--- config.mk ---
export PLATFORM = sky130hd
export DESIGN_NAME = i2c_cfg_seq
export DESIGN_NICKNAME = d
export VERILOG_FILES = /design/src/rtl/i2c_cfg_seq.sv
export SDC_FILE = /design/constraint.sdc
export NUM_CORES = 1
export LEC_CHECK = 0
export CAP_MARGIN = 20
export CORE_AREA = 4 4 77 79
export DETAILED_ROUTE_END_ITERATION = 10
export DIE_AREA = 0 0 81 83
export HOLD_SLACK_MARGIN = 0.06
export PLACE_DENSITY_LB_ADDON = 0.25
export SYNTH_ARGS = -nofsm -noshare
export SYNTH_HDL_FRONTEND = slang
export SYNTH_SLANG_ARGS = --single-unit
--- constraint.sdc ---
create_clock -name clk_50 -period 7 [get_ports clk_50]
set_clock_uncertainty 0.15 [all_clocks]
set_input_delay 1.05 -clock clk_50 [delete_from_list [all_inputs] [get_ports clk_50]]
set_output_delay 1.05 -clock clk_50 [all_outputs]
set_load 0.02 [all_outputs]
--- src/rtl/i2c_cfg_seq.sv ---
// Walks a register table and writes each {sub_address, data} pair to one I2C device
// through an external byte-oriented master, with start/done timeouts and a DE-count check.
module i2c_cfg_seq #(
    parameter logic [6:0]  DEV_ADDR      = 7'h1A,
    parameter int unsigned NUM_REGS      = 10,
    parameter int unsigned START_TIMEOUT = 4096,
    parameter int unsigned DONE_TIMEOUT  = 65535,
    parameter int unsigned GAP_CYCLES    = 256
) (
    input  logic        clk_50,
    input  logic        reset_n,
    input  logic        start,
    output logic        busy,
    output logic        done,
    output logic        fail,
    output logic [7:0]  tbl_addr,
    input  logic [15:0] tbl_data,
    output logic        i2c_request,
    output logic        i2c_wr,
    output logic [7:0]  i2c_length,
    output logic [6:0]  i2c_address,
    output logic [7:0]  i2c_sub_address,
    output logic [7:0]  i2c_tx,
    input  logic        i2c_de,
    input  logic        i2c_busy
);

    typedef enum logic [2:0] {
        S_IDLE, S_FETCH, S_LATCH, S_ISSUE, S_WAIT_DONE, S_GAP, S_DONE, S_FAIL
    } state_t;

    localparam logic [15:0] START_LAST = 16'(START_TIMEOUT - 1);
    localparam logic [15:0] DONE_LAST  = 16'(DONE_TIMEOUT - 1);
    localparam logic [15:0] GAP_LAST   = 16'(GAP_CYCLES - 1);
    localparam logic [7:0]  LAST_IDX   = 8'(NUM_REGS - 1);

    state_t      state;
    logic [15:0] timer;
    logic [1:0]  de_count;
    logic        de_s1, de_s2, de_prev;
    logic        bsy_s1, bsy_s2;
    logic        de_rise;
    logic [1:0]  de_next;

    assign i2c_wr      = 1'b1;
    assign i2c_length  = 8'd1;
    assign i2c_address = DEV_ADDR;

    // Include a DE edge landing in the same cycle as the busy fall in the final count.
    assign de_rise = de_s2 & ~de_prev;
    assign de_next = (de_rise && de_count != 2'd3) ? de_count + 2'd1 : de_count;

    always_ff @(posedge clk_50 or negedge reset_n) begin
        if (!reset_n) begin
            state           <= S_IDLE;
            busy            <= 1'b0;
            done            <= 1'b0;
            fail            <= 1'b0;
            i2c_request     <= 1'b0;
            tbl_addr        <= '0;
            i2c_sub_address <= '0;
            i2c_tx          <= '0;
            timer           <= '0;
            de_count        <= '0;
            de_s1           <= 1'b0;
            de_s2           <= 1'b0;
            de_prev         <= 1'b0;
            bsy_s1          <= 1'b0;
            bsy_s2          <= 1'b0;
        end else begin
            de_s1   <= i2c_de;
            de_s2   <= de_s1;
            de_prev <= de_s2;
            bsy_s1  <= i2c_busy;
            bsy_s2  <= bsy_s1;
            timer   <= timer + 16'd1;

            case (state)
                S_IDLE, S_DONE, S_FAIL: begin
                    if (state == S_DONE) done <= 1'b1;
                    if (state == S_FAIL) fail <= 1'b1;
                    if (start) begin
                        done     <= 1'b0;
                        fail     <= 1'b0;
                        tbl_addr <= '0;
                        de_count <= '0;
                        timer    <= '0;
                        if (NUM_REGS == 0) begin
                            state <= S_DONE;
                        end else begin
                            state <= S_FETCH;
                            busy  <= 1'b1;
                        end
                    end
                end
                S_FETCH: begin
                    state <= S_LATCH;
                    timer <= '0;
                end
                S_LATCH: begin
                    i2c_sub_address <= tbl_data[15:8];
                    i2c_tx          <= tbl_data[7:0];
                    i2c_request     <= 1'b1;
                    state           <= S_ISSUE;
                    timer           <= '0;
                end
                S_ISSUE: begin
                    if (bsy_s2) begin
                        i2c_request <= 1'b0;
                        state       <= S_WAIT_DONE;
                        timer       <= '0;
                    end else if (timer == START_LAST) begin
                        i2c_request <= 1'b0;
                        busy        <= 1'b0;
                        state       <= S_FAIL;
                        timer       <= '0;
                    end
                end
                S_WAIT_DONE: begin
                    de_count <= de_next;
                    if (!bsy_s2) begin
                        timer <= '0;
                        if (de_next == 2'd1) begin
                            state <= S_GAP;
                        end else begin
                            state <= S_FAIL;
                            busy  <= 1'b0;
                        end
                    end else if (timer == DONE_LAST) begin
                        state <= S_FAIL;
                        busy  <= 1'b0;
                        timer <= '0;
                    end
                end
                S_GAP: begin
                    if (timer == GAP_LAST) begin
                        timer    <= '0;
                        de_count <= '0;
                        if (tbl_addr == LAST_IDX) begin
                            state <= S_DONE;
                            busy  <= 1'b0;
                        end else begin
                            tbl_addr <= tbl_addr + 8'd1;
                            state    <= S_FETCH;
                        end
                    end
                end
                default: begin
                    state <= S_IDLE;
                    busy  <= 1'b0;
                end
            endcase
        end
    end

endmodule

======== Yosys cells after proc, flatten, opt, wreduce, memory -nomap -nowiden ========
Index checks and enable logic that the tools add are counted.
storage, ports and cells
  bits in registers ....................... 54
  word-level logic and storage cells ...... 98
  bits of input ports ..................... 21
  bits in latches ......................... 0
  memory bits (read-only) ................. 0
  memory bits (writable) .................. 0
  memories ................................ 0
cells by class
  reductions and logical operators ........ 17
  magnitude comparators ................... 0
  $add $sub $neg .......................... 3
  shift-type cells ........................ 0
  div/mod/pow operators ................... 0
  bitwise gates (word level) .............. 2
  mux-type cells .......................... 39
  $mul .................................... 0
  equal/unequal tests ..................... 22
operator list
  cell                                                    number
  two-way mux 16 bit                                      6
  case mux 16 bit (5 select lines)                        1
  two-way mux 8 bit                                       3
  two-way mux 3 bit                                       7
  case mux 3 bit (6 select lines)                         1
  adder 16 x 1 -> 16 bit (second input constant)          1
  equality test 16 x 12 -> 1 bit (second input constant)  1
  equality test 16 bit (second input constant)            1
  equality test 16 x 8 -> 1 bit (second input constant)   1
  case mux 8 bit (2 select lines)                         1
  inequality test 2 bit (second input constant)           7
  two-way mux 1 bit                                       13
  equality test 3 bit (second input constant)             4
  inequality test 3 bit (second input constant)           3
  adder 8 x 1 -> 8 bit (second input constant)            1
  equality test 8 x 4 -> 1 bit (second input constant)    1
  two-way mux 2 bit                                       4
  AND reduction 4 bit                                     2
  AND reduction 8 bit                                     1
  nonzero test 2 bit                                      4
  equality test 3 x 2 -> 1 bit (second input constant)    2
  case mux 2 bit (3 select lines)                         1
  AND reduction 2 bit                                     3
  case mux 1 bit (4 select lines)                         1
  other kinds (13)                                        13

======== Depth between registers and ports, before layout ========
  word-level depth ........................ 8
  depth in mapped cells ................... 9

======== Worst setup path before layout ========
Ideal clock, no wire load.
  path type ............................... reg2reg
  start point ............................. register timer[8]
  end point ............................... register timer[10]
  buffers on the path ..................... 2
  data required time ...................... 6,731 ps
  library setup time ...................... 119 ps
  arrival ................................. 2,131 ps
  stages on the path, launching flop included .. 8
  slack ................................... 4,600 ps
  cell sequence ........................... dfrtp_1 -> or4_4 -> or4_4 -> a2bb2oi_2 -> a31o_2 -> buf_6 -> buf_6 -> nor2_1
between the ends
  cells in the longest elaborated chain, start to end .. 4
  elaborated cells on any way between the ends .. 11
ends and longest elaborated chain
  element                                         line      text
  from (decl)                                     38        logic [15:0] timer;
  from (signal assigned)                          76        timer <= timer + 16'd1;
  adder 16 x 1 -> 16 bit (tied with other cells)  76
  two-way mux 16 bit, on equally long branches    129, 112
  two-way mux 16 bit, on equally long branches    121, 108
  case mux 16 bit (5 select lines) *              78        case (state)
Mark *: on every way between the ends. The rest lies on a longest branch, timed or not.
A chain may end at the register's enable or synchronous reset.

======== Worst setup path after layout ========
  start point ............................. input port start
  end point ............................... register tbl_addr[4]
between the ends
  cells in the longest elaborated chain, start to end .. 2
ends and longest elaborated chain
  element                                 line  text
  from (decl)                             12    input logic start,
  inequality test 2 bit (no source line)  n/a
  AND reduction 4 bit (no source line)    n/a
  to (signal assigned)                    143   tbl_addr <= tbl_addr + 8'd1;
  to (decl)                               16    output logic [7:0] tbl_addr,
Every way passes these cells.

==> impl_metrics.ini <==
[route]
drc = 0
ant_nets = 0
wl_um = 5300
dr_total_vias = 2029
wl_per_cell_um = 13.9
firstDrtPassIters = 4
vias_per_cell = 5.34
dr.first_iter.drc_count = 156

[global_route]
grt_max_degree = 55
grt_antenna_before_repair = 0
grt.total_usage_pct = 16.8
grt_pass1_vias = 2023
grt_pass1_wl_um = 9090
overflow = 0

[cells_and_area]
layout_commonest_cell = dfrtp_1
fin_util_pct = 61.4
finish.net_count = 333
n_antenna_cell = 0
drive_gt1_share_pct = 11.7
design_area_mm2 = 0.00328
n_fill_cell = 478
final_cell_mix = 54 x dfrtp_1, 47 x clkdlybuf4s50_1, 28 x nor2_1
area_growth_pct = 20.5

[sta]
worst_slew_pin_slew_ps = 746
fin_tns_setup_ps = 0
hold_viol = 0
fin_hold_ws_ps = 210
setup_viol = 0
rsz0062_at_grt = false
max_freq_mhz = 373
fin_ws_ps = 4320
layout_min_cycle_time_ps = 2680
finalMaxSlewViolations = 0
maxSlewHeadroom_pct = 50.2
final.period_utilization_pct = 38.3

[worst_setup_path]
cp-start-kind = primary input
cp-startpoint = start
arrival_ps = 2780
cp_max_fo = 10
reg2regPathDepth = 5
crit_path_end_kind = flop
path_delay_family = compound AO/OA/AOI/OAI gates
rr_endpoint = state[2]
crit_buf_inv = 1
cp.required_ps = 7100
rrSetupSlack_ps = 4340
path_class = in2reg
crit_chain = clkdlybuf4s50_1 > o21a_1 > o22ai_1 > or3_1 > a21oi_1
crit_slowest_cell = clkdlybuf4s50_1
r2r_start = timer[8]
max_stage_delay_ps = 570

[worst_hold_path]
hold_depth = 0
hp-start = bsy_s1
min_path_type = reg2reg
whs_endpoint = bsy_s2

[power_and_ir_drop]
ir_drop_v = 0.000221
p_leak_nw = 1.37
p_per_area_mw_per_mm2 = 352

[die]
die_height_um = 83
start_util_pct = 50.9
coreArea_mm2 = 0.00534
die-area_mm2 = 0.00672
num_rows = 27
die_x_um = 81
io_pins = 65

[synth]
yosys_warnings = 0
syn_avg_cell_area_um2 = 10.4
synthCells = 261
yosysTopAreaCellShare_pct = 49.7
synth-seq-cells = 54
async_flop_share_pct = 100
yosysTopAreaCell = dfrtp_1
synthesis.area_mm2 = 0.00272
synth-seq-area-share_pct = 49.7
synth-edff-count = 0
yosys-top-cells-area = dfrtp_1 50%, mux2_2 6.6%, buf_4 4.4%
synth_cell_types = 48
ys.flop_type = dfrtp_1

[clock_network]
cts_buffers = 5
cts_setup_buffers = 0
cts_hold_repair.buffers = 0
clk_pin_slew_ps = 110
cts_tree = built
cts-root-buf = clkbuf_8
cts_sinks = 54
ctsResizeCount = 0
clock_path_buffers = 2
clkLatencyLatePin_ps = 320
htreeDepth = 2

[outcome]
outcome = finished, final reports clean

[place]
hpwlAfterDp_um = 3740
portBuffers = 48
place_ws_ps = 4000
globalplace.congestion = 0.771
placed_area_mm2 = 0.00318

[flow_run]
drv_cap = 0
-- logic make-up after synthesis --
kind of cell / after synthesis / share of synthesized area (%)
multiplexers: 16 / 6.63
AO/OA/AOI/OAI: 43 / 10.8
flip-flops: 54 / 49.7
XOR/XNOR: 16 / 5.15
adder cells (fa/ha/maj): 5 / 2.30
other: 2 / 0.276
AND/OR/NAND/NOR: 95 / 18.3
buffers and inverters: 30 / 6.90
-- power by group --
part           total, mW  internal (mW)  switching [mW]
clock network      0.190         0.0751           0.115
registers          0.466          0.391          0.0748
logic              0.496          0.235           0.261
total               1.15          0.702           0.451
-- layer usage --
layer	wire length (µm)	part of all wire, %	vias up	global-route usage [%]
li1	-	-	983	-
met1	2430	46	991	22.4
met2	2570	49	48	27.0
met3	230	4.3	7	3.69
met4	63	1.2	0	5.38
met5	0	0	-	0
-- area by class of cell --
type | count | area, µm² | area share [%]
Inverter | 6 | 22.5 | 0.687
Clock inverter | 3 | 28.8 | 0.878
Tap cell | 72 | 90.1 | 2.75
Multi-Input combinational cell | 191 | 1230 | 37.6
Sequential cell | 54 | 1350 | 41.2
Clock buffer | 5 | 68.8 | 2.10
Timing Repair Buffer | 49 | 483 | 14.7
-- cell usage after synthesis, types with 2 or more instances --
library cell   n
a21oi_1       13
buf_4         16
buf_6          2
or4_4          2
nor3_1         9
xor2_1         8
clkbuf_1       6
ha_1           5
nor4_1         3
nor4_2         2
xnor2_1        8
nand3_1       13
a21o_1         2
inv_1          6
nand4_1        5
and3_1         3
nor2_1        28
o21ai_0        9
mux2_2        16
nand3b_1       2
nor3b_1        3
a2bb2oi_1      2
nand2_1       15
a31o_2         3
or3_1          3
dfrtp_1       54
conb_1         2
-- flip-flops by register name, summed over array words and instances (netlist names) --
name and count:
de_s1 1, timer 16, de_count 2, tbl_addr 8
i2c_tx 8, state 3, fail 1, busy 1
bsy_s2 1, i2c_request 1, de_prev 1, i2c_sub_address 8
done 1, de_s2 1, bsy_s1 1
-- worst max path at each step --
| stage | to | cells past startpoint |
|---|---|---|
| final | tbl_addr[4] | 5 |
| after global routing | state[2] | 6 |
| after CTS | tbl_addr[0] | 1 |
| after detailed placement | tbl_addr[4] | 5 |
| after global placement | tbl_addr[3] | 5 |
| after floorplan | timer[10] | 7 |
-- per-stage QoR --
step,cells,power [mW]
after floorplan,275,0.805
after global placement,372,0.961
after detailed placement,372,0.973
after CTS,380,1.17
after global routing,380,1.23
final,380,1.15
(Power assumes the default switching activity.)
